<file path="config.mk">
export PLATFORM = sky130hd
export DESIGN_NAME = ex_forward_ctrl_flat
export DESIGN_NICKNAME = d
export VERILOG_FILES = /design/src/rtl/ex_forward_ctrl_pkg.sv /design/src/rtl/ex_forward_ctrl_if.sv /design/src/rtl/ex_forward_ctrl_fwd_sel_calc.sv /design/src/rtl/ex_forward_ctrl.sv /design/src/flat_wrapper.sv
export SDC_FILE = /design/constraint.sdc
export NUM_CORES = 1
export LEC_CHECK = 0
export ABC_AREA = 1
export CAP_MARGIN = 10
export CORE_MARGIN = 2
export CORE_UTILIZATION = 51
export DETAILED_ROUTE_END_ITERATION = 8
export HOLD_SLACK_MARGIN = 0.15
export PLACE_DENSITY = 0.78
export SLEW_MARGIN = 40
export SYNTH_ARGS = -nofsm -noshare
export SYNTH_HDL_FRONTEND = slang
export SYNTH_SLANG_ARGS = --single-unit
</file>
<file path="constraint.sdc">
create_clock -name clk -period 3.9 [get_ports clk]
set_input_delay 0.78 -clock clk [delete_from_list [all_inputs] [get_ports clk]]
set_output_delay 0.78 -clock clk [all_outputs]
set_load 0.01 [all_outputs]
</file>
<file path="src/rtl/ex_forward_ctrl_pkg.sv">
// Shared types and helpers for the EXECUTE-stage forwarding/hazard controller.
package ex_ctrl_pkg;

  localparam int RIDX_W = 4;   // register index width (16 architectural regs)
  localparam int CNT_W  = 16;  // saturating stall-cycle counter width

  // EX operand mux select: decode value, MEM-stage result or WB-stage result.
  typedef enum logic [1:0] {
    FWD_DEC = 2'd0,
    FWD_MEM = 2'd1,
    FWD_WB  = 2'd2
  } fwd_sel_t;

  // Controller state: normal flow or the single load-use stall cycle.
  typedef enum logic {
    RUN      = 1'b0,
    LU_STALL = 1'b1
  } ctrl_state_t;

  // Register indices match unless both refer to the hardwired-zero register.
  function automatic logic reg_match(input logic [RIDX_W-1:0] a,
                                     input logic [RIDX_W-1:0] b,
                                     input logic              zero_reg);
    return (a == b) && !(zero_reg && (a == {RIDX_W{1'b0}}));
  endfunction

endpackage

</file>
<file path="src/rtl/ex_forward_ctrl_if.sv">
// Bundle between decode/pipeline control and the forwarding controller.
// The master side presents the ID instruction and pipe control; the
// slave side (the controller) returns operand selects and stall/bubble.
interface ex_forward_ctrl_if;
  import ex_ctrl_pkg::*;

  logic              id_valid;
  logic [RIDX_W-1:0] id_rs1;
  logic [RIDX_W-1:0] id_rs2;
  logic [RIDX_W-1:0] id_rst;
  logic              id_use1;
  logic              id_use2;
  logic              id_use_st;
  logic [RIDX_W-1:0] id_rd;
  logic              id_we;
  logic              id_is_load;
  logic              flush;
  logic              mem_busy;

  fwd_sel_t          reg1_sel;
  fwd_sel_t          reg2_sel;
  fwd_sel_t          st_sel;
  logic              stall_id;
  logic              bubble_ex;
  logic [CNT_W-1:0]  stall_cnt;

  modport master (
    output id_valid, id_rs1, id_rs2, id_rst, id_use1, id_use2, id_use_st,
           id_rd, id_we, id_is_load, flush, mem_busy,
    input  reg1_sel, reg2_sel, st_sel, stall_id, bubble_ex, stall_cnt
  );

  modport slave (
    input  id_valid, id_rs1, id_rs2, id_rst, id_use1, id_use2, id_use_st,
           id_rd, id_we, id_is_load, flush, mem_busy,
    output reg1_sel, reg2_sel, st_sel, stall_id, bubble_ex, stall_cnt
  );

endinterface

</file>
<file path="src/rtl/ex_forward_ctrl_fwd_sel_calc.sv">
// Per-operand forwarding select: picks the youngest in-flight writer of the
// EX instruction's source register (MEM beats WB), else the decode value.
module fwd_sel_calc
  import ex_ctrl_pkg::*;
#(
  parameter bit ZERO_REG = 1'b1
) (
  input  logic              ex_valid,
  input  logic              src_use,
  input  logic [RIDX_W-1:0] src,
  input  logic              mem_valid,
  input  logic              mem_we,
  input  logic [RIDX_W-1:0] mem_rd,
  input  logic              wb_valid,
  input  logic              wb_we,
  input  logic [RIDX_W-1:0] wb_rd,
  output fwd_sel_t          sel
);

  // Priority select: no real read -> decode, MEM writer -> MEM, WB writer -> WB.
  always_comb begin
    sel = FWD_DEC;
    if (!(ex_valid && src_use)) begin
      sel = FWD_DEC;
    end else if (mem_valid && mem_we && reg_match(mem_rd, src, ZERO_REG)) begin
      sel = FWD_MEM;
    end else if (wb_valid && wb_we && reg_match(wb_rd, src, ZERO_REG)) begin
      sel = FWD_WB;
    end else begin
      sel = FWD_DEC;
    end
  end

endmodule

</file>
<file path="src/rtl/ex_forward_ctrl.sv">
// EXECUTE-stage forwarding and load-use hazard controller. Keeps a shadow
// copy of the EX/MEM/WB destination info, drives the EX operand selects and
// stalls ID for one cycle when the ID instruction needs a load still in EX.
module ex_forward_ctrl
  import ex_ctrl_pkg::*;
#(
  parameter bit ZERO_REG = 1'b1
) (
  input  logic               clk,
  input  logic               rst_n,
  ex_forward_ctrl_if.slave   bus
);

  // EX shadow stage (full source info is needed for select computation)
  logic              ex_valid_r;
  logic [RIDX_W-1:0] ex_rs1_r;
  logic [RIDX_W-1:0] ex_rs2_r;
  logic [RIDX_W-1:0] ex_rst_r;
  logic              ex_use1_r;
  logic              ex_use2_r;
  logic              ex_use_st_r;
  logic [RIDX_W-1:0] ex_rd_r;
  logic              ex_we_r;
  logic              ex_load_r;
  // MEM and WB shadow stages only need the writer identity
  logic              mem_valid_r;
  logic [RIDX_W-1:0] mem_rd_r;
  logic              mem_we_r;
  logic              wb_valid_r;
  logic [RIDX_W-1:0] wb_rd_r;
  logic              wb_we_r;

  ctrl_state_t       state_r;
  ctrl_state_t       state_nxt_s;
  logic [CNT_W-1:0]  stall_cnt_r;

  logic              src_hit_s;
  logic              hazard_s;
  logic              stall_id_s;
  logic              bubble_ex_s;
  logic              take_id_s;
  fwd_sel_t          reg1_sel_s;
  fwd_sel_t          reg2_sel_s;
  fwd_sel_t          st_sel_s;

  // Load-use detection: a load in EX whose destination is read by the ID instruction.
  always_comb begin
    src_hit_s = (bus.id_use1   && reg_match(ex_rd_r, bus.id_rs1, ZERO_REG)) ||
                (bus.id_use2   && reg_match(ex_rd_r, bus.id_rs2, ZERO_REG)) ||
                (bus.id_use_st && reg_match(ex_rd_r, bus.id_rst, ZERO_REG));
    hazard_s  = bus.id_valid && ex_valid_r && ex_we_r && ex_load_r && src_hit_s;
  end

  // Control FSM: next state plus stall/bubble decisions; busy freezes everything, flush wins over a hazard.
  always_comb begin
    state_nxt_s = state_r;
    stall_id_s  = 1'b0;
    bubble_ex_s = 1'b0;
    case (state_r)
      RUN: begin
        if (bus.mem_busy) begin
          stall_id_s = 1'b1;
        end else if (bus.flush) begin
          bubble_ex_s = 1'b1;
        end else if (hazard_s) begin
          stall_id_s  = 1'b1;
          bubble_ex_s = 1'b1;
          state_nxt_s = LU_STALL;
        end else begin
          state_nxt_s = RUN;
        end
      end
      LU_STALL: begin
        // EX holds the inserted bubble here, so no hazard can be re-raised
        if (bus.mem_busy) begin
          stall_id_s = 1'b1;
        end else begin
          bubble_ex_s = bus.flush;
          state_nxt_s = RUN;
        end
      end
      default: begin
        state_nxt_s = RUN;
      end
    endcase
    take_id_s = bus.id_valid && !stall_id_s && !bus.flush;
  end

  // FSM state register.
  always_ff @(posedge clk) begin
    if (!rst_n) begin
      state_r <= RUN;
    end else begin
      state_r <= state_nxt_s;
    end
  end

  // Shadow pipe: shifts on every non-busy cycle, EX takes the ID instruction or a bubble.
  always_ff @(posedge clk) begin
    if (!rst_n) begin
      ex_valid_r  <= 1'b0;
      ex_rs1_r    <= {RIDX_W{1'b0}};
      ex_rs2_r    <= {RIDX_W{1'b0}};
      ex_rst_r    <= {RIDX_W{1'b0}};
      ex_use1_r   <= 1'b0;
      ex_use2_r   <= 1'b0;
      ex_use_st_r <= 1'b0;
      ex_rd_r     <= {RIDX_W{1'b0}};
      ex_we_r     <= 1'b0;
      ex_load_r   <= 1'b0;
      mem_valid_r <= 1'b0;
      mem_rd_r    <= {RIDX_W{1'b0}};
      mem_we_r    <= 1'b0;
      wb_valid_r  <= 1'b0;
      wb_rd_r     <= {RIDX_W{1'b0}};
      wb_we_r     <= 1'b0;
    end else if (!bus.mem_busy) begin
      wb_valid_r  <= mem_valid_r;
      wb_rd_r     <= mem_rd_r;
      wb_we_r     <= mem_we_r;
      mem_valid_r <= ex_valid_r;
      mem_rd_r    <= ex_rd_r;
      mem_we_r    <= ex_we_r;
      if (take_id_s) begin
        ex_valid_r  <= 1'b1;
        ex_rs1_r    <= bus.id_rs1;
        ex_rs2_r    <= bus.id_rs2;
        ex_rst_r    <= bus.id_rst;
        ex_use1_r   <= bus.id_use1;
        ex_use2_r   <= bus.id_use2;
        ex_use_st_r <= bus.id_use_st;
        ex_rd_r     <= bus.id_rd;
        ex_we_r     <= bus.id_we;
        ex_load_r   <= bus.id_is_load;
      end else begin
        ex_valid_r  <= 1'b0;
        ex_rs1_r    <= {RIDX_W{1'b0}};
        ex_rs2_r    <= {RIDX_W{1'b0}};
        ex_rst_r    <= {RIDX_W{1'b0}};
        ex_use1_r   <= 1'b0;
        ex_use2_r   <= 1'b0;
        ex_use_st_r <= 1'b0;
        ex_rd_r     <= {RIDX_W{1'b0}};
        ex_we_r     <= 1'b0;
        ex_load_r   <= 1'b0;
      end
    end
  end

  // Saturating count of cycles spent with ID stalled.
  always_ff @(posedge clk) begin
    if (!rst_n) begin
      stall_cnt_r <= {CNT_W{1'b0}};
    end else if (stall_id_s && (stall_cnt_r != {CNT_W{1'b1}})) begin
      stall_cnt_r <= stall_cnt_r + CNT_W'(1'b1);
    end
  end

  fwd_sel_calc #(.ZERO_REG(ZERO_REG)) u_sel_rs1 (
    .ex_valid (ex_valid_r), .src_use (ex_use1_r), .src (ex_rs1_r),
    .mem_valid(mem_valid_r), .mem_we (mem_we_r), .mem_rd (mem_rd_r),
    .wb_valid (wb_valid_r), .wb_we (wb_we_r), .wb_rd (wb_rd_r),
    .sel      (reg1_sel_s)
  );

  fwd_sel_calc #(.ZERO_REG(ZERO_REG)) u_sel_rs2 (
    .ex_valid (ex_valid_r), .src_use (ex_use2_r), .src (ex_rs2_r),
    .mem_valid(mem_valid_r), .mem_we (mem_we_r), .mem_rd (mem_rd_r),
    .wb_valid (wb_valid_r), .wb_we (wb_we_r), .wb_rd (wb_rd_r),
    .sel      (reg2_sel_s)
  );

  fwd_sel_calc #(.ZERO_REG(ZERO_REG)) u_sel_st (
    .ex_valid (ex_valid_r), .src_use (ex_use_st_r), .src (ex_rst_r),
    .mem_valid(mem_valid_r), .mem_we (mem_we_r), .mem_rd (mem_rd_r),
    .wb_valid (wb_valid_r), .wb_we (wb_we_r), .wb_rd (wb_rd_r),
    .sel      (st_sel_s)
  );

  assign bus.reg1_sel  = reg1_sel_s;
  assign bus.reg2_sel  = reg2_sel_s;
  assign bus.st_sel    = st_sel_s;
  assign bus.stall_id  = stall_id_s;
  assign bus.bubble_ex = bubble_ex_s;
  assign bus.stall_cnt = stall_cnt_r;

endmodule

</file>
<file path="src/flat_wrapper.sv">
// flat-port wrapper written by rule: the top's interface ports become plain ports
module ex_forward_ctrl_flat import ex_ctrl_pkg::*;
#(
  parameter bit ZERO_REG = 1'b1
)
  (clk, rst_n, bus_id_valid, bus_id_rs1, bus_id_rs2, bus_id_rst, bus_id_use1, bus_id_use2, bus_id_use_st, bus_id_rd, bus_id_we, bus_id_is_load, bus_flush, bus_mem_busy, bus_reg1_sel, bus_reg2_sel, bus_st_sel, bus_stall_id, bus_bubble_ex, bus_stall_cnt);
  ex_forward_ctrl_if bus_i ();
  input  logic clk;
  input  logic rst_n;
  input wire logic [$bits(bus_i.id_valid)-1:0] bus_id_valid;
  input wire logic [$bits(bus_i.id_rs1)-1:0] bus_id_rs1;
  input wire logic [$bits(bus_i.id_rs2)-1:0] bus_id_rs2;
  input wire logic [$bits(bus_i.id_rst)-1:0] bus_id_rst;
  input wire logic [$bits(bus_i.id_use1)-1:0] bus_id_use1;
  input wire logic [$bits(bus_i.id_use2)-1:0] bus_id_use2;
  input wire logic [$bits(bus_i.id_use_st)-1:0] bus_id_use_st;
  input wire logic [$bits(bus_i.id_rd)-1:0] bus_id_rd;
  input wire logic [$bits(bus_i.id_we)-1:0] bus_id_we;
  input wire logic [$bits(bus_i.id_is_load)-1:0] bus_id_is_load;
  input wire logic [$bits(bus_i.flush)-1:0] bus_flush;
  input wire logic [$bits(bus_i.mem_busy)-1:0] bus_mem_busy;
  output wire logic [$bits(bus_i.reg1_sel)-1:0] bus_reg1_sel;
  output wire logic [$bits(bus_i.reg2_sel)-1:0] bus_reg2_sel;
  output wire logic [$bits(bus_i.st_sel)-1:0] bus_st_sel;
  output wire logic [$bits(bus_i.stall_id)-1:0] bus_stall_id;
  output wire logic [$bits(bus_i.bubble_ex)-1:0] bus_bubble_ex;
  output wire logic [$bits(bus_i.stall_cnt)-1:0] bus_stall_cnt;
  assign bus_i.id_valid = bus_id_valid;
  assign bus_i.id_rs1 = bus_id_rs1;
  assign bus_i.id_rs2 = bus_id_rs2;
  assign bus_i.id_rst = bus_id_rst;
  assign bus_i.id_use1 = bus_id_use1;
  assign bus_i.id_use2 = bus_id_use2;
  assign bus_i.id_use_st = bus_id_use_st;
  assign bus_i.id_rd = bus_id_rd;
  assign bus_i.id_we = bus_id_we;
  assign bus_i.id_is_load = bus_id_is_load;
  assign bus_i.flush = bus_flush;
  assign bus_i.mem_busy = bus_mem_busy;
  assign bus_reg1_sel = bus_i.reg1_sel;
  assign bus_reg2_sel = bus_i.reg2_sel;
  assign bus_st_sel = bus_i.st_sel;
  assign bus_stall_id = bus_i.stall_id;
  assign bus_bubble_ex = bus_i.bubble_ex;
  assign bus_stall_cnt = bus_i.stall_cnt;
  ex_forward_ctrl #(.ZERO_REG(ZERO_REG)) u_core (.clk(clk), .rst_n(rst_n), .bus(bus_i));
endmodule
</file>
Word-level counts from Yosys, hierarchy flattened:

Cells that the tools add are included.

* bitwise logic cells: 1
* multiplexer cells: 30
* equality and inequality tests: 10
* reductions and logical operators: 40
* add/subtract/negate cells: 1

Operator list (number)
* == test 4 bit: 9
* logical AND 1 bit: 30
* 2-to-1 mux 2 bit: 9
* adder 16 x 1 -> 16 bit, second input constant: 1
* 2-to-1 mux 4 bit: 4
* inequality test 16 bit, second input constant: 1
* 2-to-1 mux 1 bit: 14
* logical NOT 4 bit: 3
* case mux 1 bit (2 select lines): 3
* logical NOT 1 bit: 5
* logical OR 1 bit: 2
* inverter 1 bit: 1

* word-level logic and storage cells: 100
* output and inout port bits: 24
* register bits after elaboration: 51
* bits of input ports: 26

Logic depth before layout (Yosys ltp):

Gate-level depths: netlist of run 1.

* depth in word-level cells: 15
* gate-level depth with buffers: 13
* depth with buffers taken out: 11

By module:

From an unflattened synthesis of run 1, not the netlist that was laid out.

* cells, all modules: 500
* area, all modules: 3195.6 um^2

By module, submodules not included
* ex_forward_ctrl: cells each 350, sequential area each 1021.0 um^2, area each 2546.2 um^2, times used 1
* fwd_sel_calc: cells each 50, sequential area each 0.0 um^2, area each 216.5 um^2, times used 3

Least setup slack after synthesis of run 1:

Ideal clock, no wire load.

* kind: input to output
* start point: input bus_id_rst[1]
* end point: output bus_bubble_ex
* path buffers: 1
* arrival: 1578 ps
* stages: 9
* setup slack: 1542 ps
* cell sequence: inv_1 nand2_1 nand2_1 nor2_1 nand3_1 nand3_2 a21oi_2 buf_4 nor2_1

* longest elaborated chain between the ends: 9

RTL lines
* start, declared: RTL line flat_wrapper.sv:13 `input wire logic [$bits(bus_i.id_rst)-1:0] bus_id_rst;`
* == test 4 bit: RTL line ex_forward_ctrl_pkg.sv:24 `return (a == b) && !(zero_reg && (a == {RIDX_W{1'b0}}));`
* logical AND 1 bit: RTL line ex_forward_ctrl_pkg.sv:24
* logical AND 1 bit: RTL line ex_forward_ctrl.sv:50 `(bus.id_use_st && reg_match(ex_rd_r, bus.id_rst, ZERO_REG));`
* logical OR 1 bit: RTL line ex_forward_ctrl.sv:49 `(bus.id_use2 && reg_match(ex_rd_r, bus.id_rs2, ZERO_REG)) ||`
* logical AND 1 bit: RTL line ex_forward_ctrl.sv:51 `hazard_s = bus.id_valid && ex_valid_r && ex_we_r && ex_load_r && src_hit_s;`
* 2-to-1 mux 1 bit: RTL line ex_forward_ctrl.sv:65 `end else if (hazard_s) begin`
* 2-to-1 mux 1 bit: RTL line ex_forward_ctrl.sv:63 `end else if (bus.flush) begin`
* 2-to-1 mux 1 bit: RTL line ex_forward_ctrl.sv:61 `if (bus.mem_busy) begin`
* case mux 1 bit (2 select lines): RTL line ex_forward_ctrl.sv:59 `case (state_r)`
* end, declared: RTL line flat_wrapper.sv:26 `output wire logic [$bits(bus_i.bubble_ex)-1:0] bus_bubble_ex;`

Every way passes these cells.

Worst setup path after layout of run 1:

* start point: input bus_id_valid
* end point: output bus_stall_id

* longest elaborated chain between the ends: 8

RTL lines
* start, declared: RTL line flat_wrapper.sv:10 `input wire logic [$bits(bus_i.id_valid)-1:0] bus_id_valid;`
* logical AND 1 bit (4 in series): RTL line ex_forward_ctrl.sv:51
* 2-to-1 mux 1 bit: RTL line ex_forward_ctrl.sv:65
* 2-to-1 mux 1 bit: RTL line ex_forward_ctrl.sv:63
* 2-to-1 mux 1 bit: RTL line ex_forward_ctrl.sv:61
* case mux 1 bit (2 select lines): RTL line ex_forward_ctrl.sv:59
* end, declared: RTL line flat_wrapper.sv:25 `output wire logic [$bits(bus_i.stall_id)-1:0] bus_stall_id;`

Every way passes these cells.

==> impl_results.md, run 1 <==
* Crit Path Class: primary input to output port
* Vias at 2775
* Sequential area share after synthesis at 0.362
* Syn nets at 430
* Leak at 1.26 nW
* Synth warn at 0
* Critical-path top delay cell: clkdlybuf4s50_1
* Layout cells sized above 1 at 0.0717
* Drt total wl at 6910 um
* Netlist Area Pre-Place at about 2800 um^2
* Antenna cell count at 0
* Startpoint types: primary input
* Gate count of the mapped netlist at a little over 400
* Antenna Nets Post-Route at 0
* DPL Wire Length at roughly 4900 um
* Top FF cell, synth: dfxtp_1
* Row cnt at 27
* Core area at 5440 um^2
* Clock Skew at 0.00942 ns
* Die H at 78.4 um
* Worst skew pair latency at 0.30 ns
* Routability cong. at 0.906
* WP buf/inv at 2
* First-pass GRT wire length at 11900 um
* FILL cells at around 500
* CP arrival at 2.65 ns
* H-tree depth at 2
* #FFs+latches synth at 51
* Longest Clk Path Bufs at 2
* Area of the multi-input gates at 1600 um^2
* CP max FO at 19
* Pwr Density at roughly 300 nW/um^2
* Post-Syn Area per Cell at approximately 7 um^2
* Worst-Margin Slew at around 0.68 ns
* DR WL/cell at 13.3 um
* Setup crit end kind: output port
* Total grt overflow at 0
* Starting DRT DRC Count at 224
* Required time of the critical path at approximately 3.1 ns
* Worst hold path class: flop to flop
* Unrepaired setup endpoints after global routing: false
* R2r setup slk at 1.91 ns
* Fin. max-slew vios at 0
* Register area at 1020 um^2
* Clock-pin slew on the worst setup and hold paths at 0.09 ns
* Crit-path max cell delay at approximately 0.58 ns
* Setup TNS at 0 ns
* Clock Tree Root: clkbuf_8
* Initial antenna violation count at 0
* TritonRoute pass-1 iters at 4
* Cell variety after synth at 34
* Fin crit period at 3.43 ns
* Post-synth EDFFs at 0
* # nets final at 472
* # port buffers at 49
* CTS tree: built
* Avg Vias per Cell at 5.36
* Max_cap viols at 0
* Slew margin rel. at 0.549
* Die area at ~6100 um^2
* Cts bufs inserted at 5
* Initial cell density of the core at 0.519
* CTS Hold Buffers Added at 0
* Remaining DRCs at 0
* Gr usage total at 0.238
* Fmax achieved at between 0.2 and 0.3 GHz
* Outcome: completed
* Setup Buffers After CTS at 0
* Syn-to-layout area delta at 22.0%
* Final Hold Viols at 0
* R2r worst-path depth at 9
* Chip width at between 70 and 80 um
* FFs w/ async S/R, synth at 0
* Worst path cell trace: clkdlybuf4s50_1 -> nand2_1 -> nor2_1 -> nand3_1 -> nor2_1 -> nand3_2 -> nand2_4 -> clkdlybuf4s50_1
* Hold Path Depth at 2
* I/O Pins at 50
* Clk sink count at 51
* Period utilization at 0.881
* Delay-heaviest family, CP: buffers and inverters
* Post_cts resized at 0
* Vias in the first global route at 2481
* # setup viols final at 0
* Largest net degree at the start of global routing at 38
* WP depth at 8
* Worst vdd ir at 168 uV
* Total power at roughly 0.001 W
-- flip-flops by register name, indices dropped and copies added (netlist names), 4 cells and up --
register and cells:
u_core.bus.stall_cnt 16, u_core.ex_rd_r 4, u_core.ex_rs1_r 4, u_core.ex_rs2_r 4
u_core.ex_rst_r 4, u_core.mem_rd_r 4, u_core.wb_rd_r 4
-- cells in the final DEF, fill, tap and decap left out, types with 13 or more instances in the layout --
cell type | Yosys | layout
nand3_1 | 53 | 53
xnor2_1 | 13 | 13
o21ai_0 | 14 | 14
inv_1 | 22 | 22
clkdlybuf4s50_1 | 0 | 49
xor2_1 | 17 | 17
a21oi_1 | 45 | 45
nor2_1 | 42 | 42
dfxtp_1 | 51 | 51
nand2_1 | 79 | 79
-- cell usage after synthesis, types with 3 or more instances --
master,count,area share
nor4_1,3,0.0067
nor3_1,11,0.020
nand3_1,53,0.094
dfxtp_1,51,0.36
xnor2_1,13,0.040
nand2_1,79,0.11
nand4_1,3,0.0067
o22ai_1,4,0.0089
nor2_1,42,0.056
clkbuf_1,11,0.015
a21oi_1,45,0.080
inv_2,6,0.0080
inv_1,22,0.029
xor2_1,17,0.053
o21ai_0,14,0.025
a21oi_2,4,0.012
-- final cells by class --
cell class / count / area share
Clock buffer: 7 / 0.0280
Clock inverter: 1 / 0.00218
Inverter: 28 / 0.0305
Multi-Input combinational cell: 306 / 0.465
Sequential cell: 51 / 0.297
Tap cell: 72 / 0.0262
Timing Repair Buffer: 53 / 0.151
-- stage by stage --
stage,instance area (um^2),instances,worst slack [ns],hold slack (ns),util
after CTS,3440,518,0.494,0.478,0.633
after detailed placement,3340,510,0.521,0.464,0.614
after global placement,3340,510,0.514,0.456,0.614
after global routing,3440,518,0.289,0.510,0.633
final,3440,518,0.466,0.478,0.633
after floorplan,2820,403,1.54,0.445,-
-- tightest hold or removal path, cell delays in order (launching register included) --
cell and delay [ns]:
dfxtp_1 0.32, nand2_1 0.06, a21oi_1 0.05
-- metal layers --
| metal | wire length, um | GRT usage | vias to the layer above |
|---|---|---|---|
| met4 | 44 | 0.0474 | 0 |
| li1 | - | - | 1422 |
| met2 | 2980 | 0.365 | 65 |
| met1 | 3530 | 0.355 | 1284 |
| met5 | 0 | 0 | - |
| met3 | 357 | 0.0391 | 4 |
-- power breakdown --
part | internal [W] | total [W] | switching [W] | leakage (nW)
logic | 0.0000613 | 0.000134 | 0.0000723 | 0.792
registers | 0.000535 | 0.000554 | 0.0000186 | 0.415
clock network | 0.000162 | 0.000332 | 0.000170 | 0.0505
total | 0.000758 | 0.00102 | 0.000261 | 1.26
-- final timing paths --
| path | startpoint | end |
|---|---|---|
| worst max-delay path | bus_id_valid | bus_stall_id |
| worst min-delay path | u_core.ex_use2_r$_SDFFE_PN0N_ | u_core.ex_use2_r$_SDFFE_PN0N_ |
| worst max register to register | u_core.bus.stall_cnt[0]$_SDFFE_PN0P_ | u_core.bus.stall_cnt[15]$_SDFFE_PN0P_ |
| worst min register to register | u_core.ex_use2_r$_SDFFE_PN0N_ | u_core.ex_use2_r$_SDFFE_PN0N_ |
-- cell families (layout without fill, tap and decap cells) --
| kind of cell | count (synthesis) | in the layout | share of synthesized area |
|---|---|---|---|
| compound gates | 72 | 72 | 0.138 |
| xor+xnor | 30 | 30 | 0.0932 |
| fa+ha+maj | 1 | 1 | 0.00444 |
| buf+inv | 46 | 89 | 0.0701 |
| flops | 51 | 51 | 0.362 |
| simple gates | 203 | 203 | 0.332 |
Power figures use the tool's default switching activity.
==> run 2, diff against run 1 <==
--- a/config.mk
+++ b/config.mk
@@ -11,7 +11,8 @@
 export CORE_UTILIZATION = 51
 export DETAILED_ROUTE_END_ITERATION = 8
 export HOLD_SLACK_MARGIN = 0.15
-export PLACE_DENSITY = 0.78
+export MAX_ROUTING_LAYER = met4
+export PLACE_DENSITY = 0.87
 export SLEW_MARGIN = 40
 export SYNTH_ARGS = -nofsm -noshare
 export SYNTH_HDL_FRONTEND = slang
==> impl_results.md, run 2 (same netlist as run 1, synthesis figures left out) <==
* Remaining DRCs at 0 (unchanged)
* R2r worst-path depth at 9 (unchanged)
* # port buffers at 49 (unchanged)
* Gr usage total at 0.244 (was 0.238)
* Die area at 6140 um^2 (unchanged)
* Crit path from: bus_id_rs2[2] (was bus_id_valid)
* Layout cells sized above 1 at 0.0653 (was 0.0717)
* Clock-pin slew on the worst setup and hold paths at 0.08 ns (was 0.09 ns)
* FF-to-FF End: u_core.bus.stall_cnt[10]$_SDFFE_PN0P_ (was u_core.bus.stall_cnt[15]$_SDFFE_PN0P_)
* Drt total wl at 7070 um (was 6910 um)
* TritonRoute pass-1 iters at 4 (unchanged)
* Setup Buffers After CTS at 0 (unchanged)
* Critical-path top delay cell: clkdlybuf4s50_1 (unchanged)
* Fin. max-slew vios at 0 (unchanged)
* Setup crit end kind: output port (unchanged)
* Startpoint types: primary input (unchanged)
* Initial cell density of the core at 0.519 (unchanged)
* Leak at 1.24 nW (was 1.26 nW)
* Clock Skew at 0.00800 ns (was 0.00942 ns)
* Post_cts resized at 0 (unchanged)
* Crit-path max cell delay at 0.58 ns (about the same)
* H-tree depth at 2 (unchanged)
* Vias in the first global route at 2633 (was 2481)
* Combinational share of power at 0.137 (was 0.131)
* DR WL/cell at 13.7 um (was 13.3 um)
* Slew margin rel. at 0.555 (was 0.549)
* FILL cells at 498 (was 502)
* Chip width at 78.4 um (unchanged)
* Dpl ws at 0.484 ns (was 0.521 ns)
* Period utilization at 0.885 (was 0.881)
* Required time of the critical path at 3.12 ns (about the same)
* Worst path cell trace: clkdlybuf4s50_1 -> inv_1 -> nand2_1 -> nand2_1 -> nor2_1 -> nand3_1 -> nand3_2 -> nand3_2 -> nand2_4 -> clkdlybuf4s50_1 (was clkdlybuf4s50_1 -> nand2_1 -> nor2_1 -> nand3_1 -> nor2_1 -> nand3_2 -> nand2_4 -> clkdlybuf4s50_1)
* Fin crit period at 3.45 ns (was 3.43 ns)
* CTS Hold Buffers Added at 0 (unchanged)
* WP buf/inv at 3 (was 2)
* Worst hold path class: flop to flop (unchanged)
* Core area at 5440 um^2 (unchanged)
* Clock Tree Root: clkbuf_8 (unchanged)
* Reg-to-reg startpoint: u_core.bus.stall_cnt[0]$_SDFFE_PN0P_ (unchanged)
* Vias at 2879 (was 2775)
* Antenna cell count at 0 (unchanged)
* Pint at 0.000717 W (was 0.000758 W)
* Share of power burned in registers at 0.572 (was 0.544)
* Row cnt at 27 (unchanged)
* Delay-heaviest family, CP: buffers and inverters (unchanged)
* Unrepaired setup endpoints after global routing: false (unchanged)
* CTS tree: built (unchanged)
* Net Sw Power at 0.000252 W (was 0.000261 W)
* Post-route design area at 3410 um^2 (was 3440 um^2)
* DP Area at 3340 um^2 (unchanged)
* Longest Clk Path Bufs at 2 (unchanged)
* Post-route worst setup slack at 0.447 ns (was 0.466 ns)
* Routability cong. at 0.935 (was 0.906)
* Setup TNS at 0 ns (unchanged)
* Largest net degree at the start of global routing at 38 (unchanged)
* Worst skew pair latency at 0.30 ns (about the same)
* Final Hold Viols at 0 (unchanged)
* Avg Vias per Cell at 5.58 (was 5.36)
* Most common cell after layout, fill and taps aside: nand2_1 (unchanged)
* Largest register FFs at 16 (unchanged)
* DPL Wire Length at 5170 um (was 4900 um)
* Switch share at 0.260 (was 0.256)
* Worst vdd ir at 148 uV (was 168 uV)
* I/O Pins at 50 (unchanged)
* CP arrival at 2.67 ns (was 2.65 ns)
* # setup viols final at 0 (unchanged)
* Fmax achieved at 0.290 GHz (was 0.291 GHz)
* R2r setup slk at 1.93 ns (was 1.91 ns)
* Die H at 78.4 um (unchanged)
* WP depth at 10 (was 8)
* Worst-Margin Slew at 0.667 ns (was 0.676 ns)
* Pwr Density at 284 nW/um^2 (was 296 nW/um^2)
* Syn-to-layout area delta at 20.9% (was 22.0%)
* Most frequent cells in the layout: nand2_1, nand3_1, dfxtp_1 (unchanged)
* Crit Path Class: primary input to output port (unchanged)
* Setup crit end: bus_stall_id (unchanged)
* Outcome: completed (unchanged)
* # nets final at 472 (unchanged)
* Starting DRT DRC Count at 186 (was 224)
* Clock Power Share at 0.291 (was 0.325)
* Clk sink count at 51 (unchanged)
* CP max FO at 19 (unchanged)
* Initial antenna violation count at 0 (unchanged)
* Max_cap viols at 0 (unchanged)
* First-pass GRT wire length at 11800 um (was 11900 um)
* Total grt overflow at 0 (unchanged)
* Cts bufs inserted at 5 (unchanged)
* Antenna Nets Post-Route at 0 (unchanged)
* Worst Min Path Start: u_core.ex_use1_r$_SDFFE_PN0N_ (was u_core.ex_use2_r$_SDFFE_PN0N_)
run 2: layer usage:
metal,vias to the layer above,wire [um],global-route usage
li1,1428,-,-
met1,1348,3200,0.307
met2,90,3390,0.401
met3,13,347,0.0391
met4,0,134,0.0842
met5,-,0,-
run 2: worst min-delay path by stage:
stage                                          to  slack [ns]  cells past startpoint
floorplan           u_core.ex_use1_r$_SDFFE_PN0N_        0.45                      2
detailed placement  u_core.ex_use1_r$_SDFFE_PN0N_        0.46                      2
CTS                 u_core.ex_use1_r$_SDFFE_PN0N_        0.47                      2
finish              u_core.ex_use1_r$_SDFFE_PN0N_        0.47                      2
global route        u_core.ex_use1_r$_SDFFE_PN0N_        0.50                      2
global placement    u_core.ex_use1_r$_SDFFE_PN0N_        0.45                      2
run 2: power by group through the flow:
stage	Combinational (W)	Sequential, W	Clock [W]
2_1_floorplan	0.0000839	0.000560	0
3_3_place_gp	0.000129	0.000566	0
3_5_place_dp	0.000132	0.000566	0
4_1_cts	0.000132	0.000554	0.000285
5_1_grt	0.000148	0.000556	0.000300
6_report	0.000133	0.000554	0.000282
run 2: through the flow:
step | util | hold slack (ns) | instances | power, W
after floorplan | - | 0.445 | 403 | 0.000644
after global placement | 0.614 | 0.454 | 510 | 0.000695
after detailed placement | 0.614 | 0.457 | 510 | 0.000698
after CTS | 0.627 | 0.469 | 516 | 0.000972
after global routing | 0.627 | 0.503 | 516 | 0.00100
final | 0.627 | 0.471 | 516 | 0.000969
run 2: layout make-up:
| cell class | instances | area [um^2] | area share |
|---|---|---|---|
| repair buffers | 53 | 520 | 0.153 |
| clock buffers | 6 | 72.6 | 0.0213 |
| well taps | 72 | 90.1 | 0.0264 |
| multi-input cells | 306 | 1600 | 0.470 |
| flip-flops and latches | 51 | 1020 | 0.299 |
| inverters | 28 | 105 | 0.0308 |
run 2: worst min-delay path, delay by kind of cell (launching register included):
family / cells / cell delay, ns
flip-flops: 1 / 0.32
AND/OR/NAND/NOR: 1 / 0.06
AO/OA/AOI/OAI: 1 / 0.05
==> run 3, diff against run 2 <==
==> constraint.sdc (replaced) <==
create_clock -name clk -period 3.4 [get_ports clk]
set_input_delay 0.68 -clock clk [delete_from_list [all_inputs] [get_ports clk]]
set_output_delay 0.68 -clock clk [all_outputs]
set_load 0.01 [all_outputs]
==> impl_results.md, run 3 (same netlist as run 1, synthesis figures left out) <==
* Outcome: completed (unchanged)
* # nets final at 474 (was 472)
* Antenna Nets Post-Route at 0 (unchanged)
* Combinational share of power at 0.133 (was 0.137)
* Chip width at 78.4 um (unchanged)
* Share of power burned in registers at 0.546 (was 0.572)
* Period utilization at 0.912
* Fin crit period at between 3 and 4 ns
* Slew margin rel. at 0.562 (was 0.555)
* Post_cts resized at 0 (unchanged)
* Initial cell density of the core at 0.519 (unchanged)
* Pint at 0.000872 W (was 0.000717 W)
* Fin. max-slew vios at 0 (unchanged)
* DPL Wire Length at 5130 um (was 5170 um)
* # setup viols final at 0 (unchanged)
* Starting DRT DRC Count at 166 (was 186)
* First-pass GRT wire length at 12000 um (was 11800 um)
* Most frequent cells in the layout: nand2_1, nand3_1, dfxtp_1 (unchanged)
* Largest net degree at the start of global routing at 38 (unchanged)
* Startpoint types: primary input (unchanged)
* Worst skew pair latency at 0.30 ns (about the same)
* Vias at 2850 (was 2879)
* Clock Tree Root: clkbuf_8 (unchanged)
* Gr usage total at 0.243 (was 0.244)
* Clk sink count at 51 (unchanged)
* Die H at 78.4 um (unchanged)
* Routability cong. at 0.942 (was 0.935)
* Required time of the critical path at 2.72 ns (was 3.12 ns)
* Net Sw Power at 0.000292 W (was 0.000252 W)
* Drt total wl at 7020 um (was 7070 um)
* Leak at 1.27 nW (was 1.24 nW)
* Clock Power Share at 0.321 (was 0.291)
* Total grt overflow at 0 (unchanged)
* CP arrival at 2.42 ns (was 2.67 ns)
* I/O Pins at 50 (unchanged)
* Largest register FFs at 16 (unchanged)
* DR WL/cell at 13.5 um (was 13.7 um)
* Pwr Density at 337 nW/um^2 (was 284 nW/um^2)
* Setup Buffers After CTS at 0 (unchanged)
* Longest Clk Path Bufs at 2 (unchanged)
* Min Hold Slack at 0.474 ns (was 0.471 ns)
* Clock Skew at 0.00848 ns (was 0.00800 ns)
* Setup crit end kind: output port (unchanged)
* CP max FO at 3 (was 19)
* Syn-to-layout area delta at 22.4% (was 20.9%)
* Setup TNS at 0 ns (unchanged)
* Antenna cell count at 0 (unchanged)
* Fmax achieved at 0.322 GHz
* Layout cells sized above 1 at 0.0737 (was 0.0653)
* Cts bufs inserted at 5 (unchanged)
* Die area at 6140 um^2 (unchanged)
* TritonRoute pass-1 iters at 7 (was 4)
* Initial antenna violation count at 0 (unchanged)
* Final Hold Viols at 0 (unchanged)
* Worst hold path class: flop to flop (unchanged)
* CTS Hold Buffers Added at 0 (unchanged)
* Worst vdd ir at 155 uV (was 148 uV)
* Avg Vias per Cell at 5.48 (was 5.58)
* # port buffers at 49 (unchanged)
* Vias in the first global route at 2633 (unchanged)
* Crit Path Class: primary input to output port (unchanged)
* Core area at 5440 um^2 (unchanged)
* CTS tree: built (unchanged)
* Unrepaired setup endpoints after global routing: false (unchanged)
* Worst-Margin Slew at 0.657 ns (was 0.667 ns)
* H-tree depth at 2 (unchanged)
* Most common cell after layout, fill and taps aside: nand2_1 (unchanged)
* Final core utilization at 0.635 (was 0.627)
* Max_cap viols at 0 (unchanged)
* Clock-pin slew on the worst setup and hold paths at 0.09 ns (was 0.08 ns)
* Row cnt at 27 (unchanged)
* Switch share at 0.251 (was 0.260)
* Remaining DRCs at 0 (unchanged)
run 3: cell count changes in the layout (fill, tap and decap cells not counted):
cell,before,now
buf_4,4,6
clkbuf_8,5,7
run 3: layout make-up:
type,count,area (um^2)
fillers,489,1990
multi-input cells,306,1600
flip-flops and latches,51,1020
repair buffers,55,536
inverters,28,105
clock buffers,8,100
well taps,72,90.1
run 3: final timing paths:
check	start	endpoint	slack [ns]	cells after the start
max	bus_id_rs2[0]	bus_bubble_ex	0.30	10
min	u_core.ex_load_r$_SDFFE_PN0N_	u_core.ex_load_r$_SDFFE_PN0N_	0.47	2
max reg2reg	u_core.bus.stall_cnt[0]$_SDFFE_PN0P_	u_core.bus.stall_cnt[10]$_SDFFE_PN0P_	1.41	9
min reg2reg	u_core.ex_load_r$_SDFFE_PN0N_	u_core.ex_load_r$_SDFFE_PN0N_	0.47	2
run 3: worst max-delay path, stage by stage:
cell	delay (ns)
clkdlybuf4s50_1	0.50
nand2_1	0.06
inv_1	0.06
nor2_1	0.03
nor2_1	0.09
nand3_1	0.11
nand3_2	0.12
a21oi_2	0.07
nor2_1	0.13
clkdlybuf4s50_1	0.58
run 3: power by group through the flow:
| stage | logic [W] | clock network [W] | registers [W] |
|---|---|---|---|
| 2_1_floorplan | 0.0000962 | 0 | 0.000642 |
| 3_3_place_gp | 0.000151 | 0 | 0.000649 |
| 3_5_place_dp | 0.000154 | 0 | 0.000649 |
| 4_1_cts | 0.000154 | 0.000383 | 0.000635 |
| 5_1_grt | 0.000173 | 0.000405 | 0.000638 |
| 6_report | 0.000155 | 0.000373 | 0.000636 |
run 3: routing by layer:
layer / track usage / vias to the layer above / wire length (um)
li1: - / 1424 / -
met2: 0.396 / 87 / 3370
met5: - / - / 0
met4: 0.0526 / 0 / 28
met3: 0.0402 / 4 / 363
met1: 0.321 / 1335 / 3260
run 3: stage by stage:
step                      setup slack, ns  instance area, um^2  power [W]  instances
after floorplan                      1.24                 2820   0.000739        403
after global placement              0.334                 3350   0.000799        512
after detailed placement            0.318                 3350   0.000803        512
after CTS                           0.310                 3450    0.00117        520
after global routing                0.194                 3450    0.00122        520
final                               0.299                 3450    0.00116        520
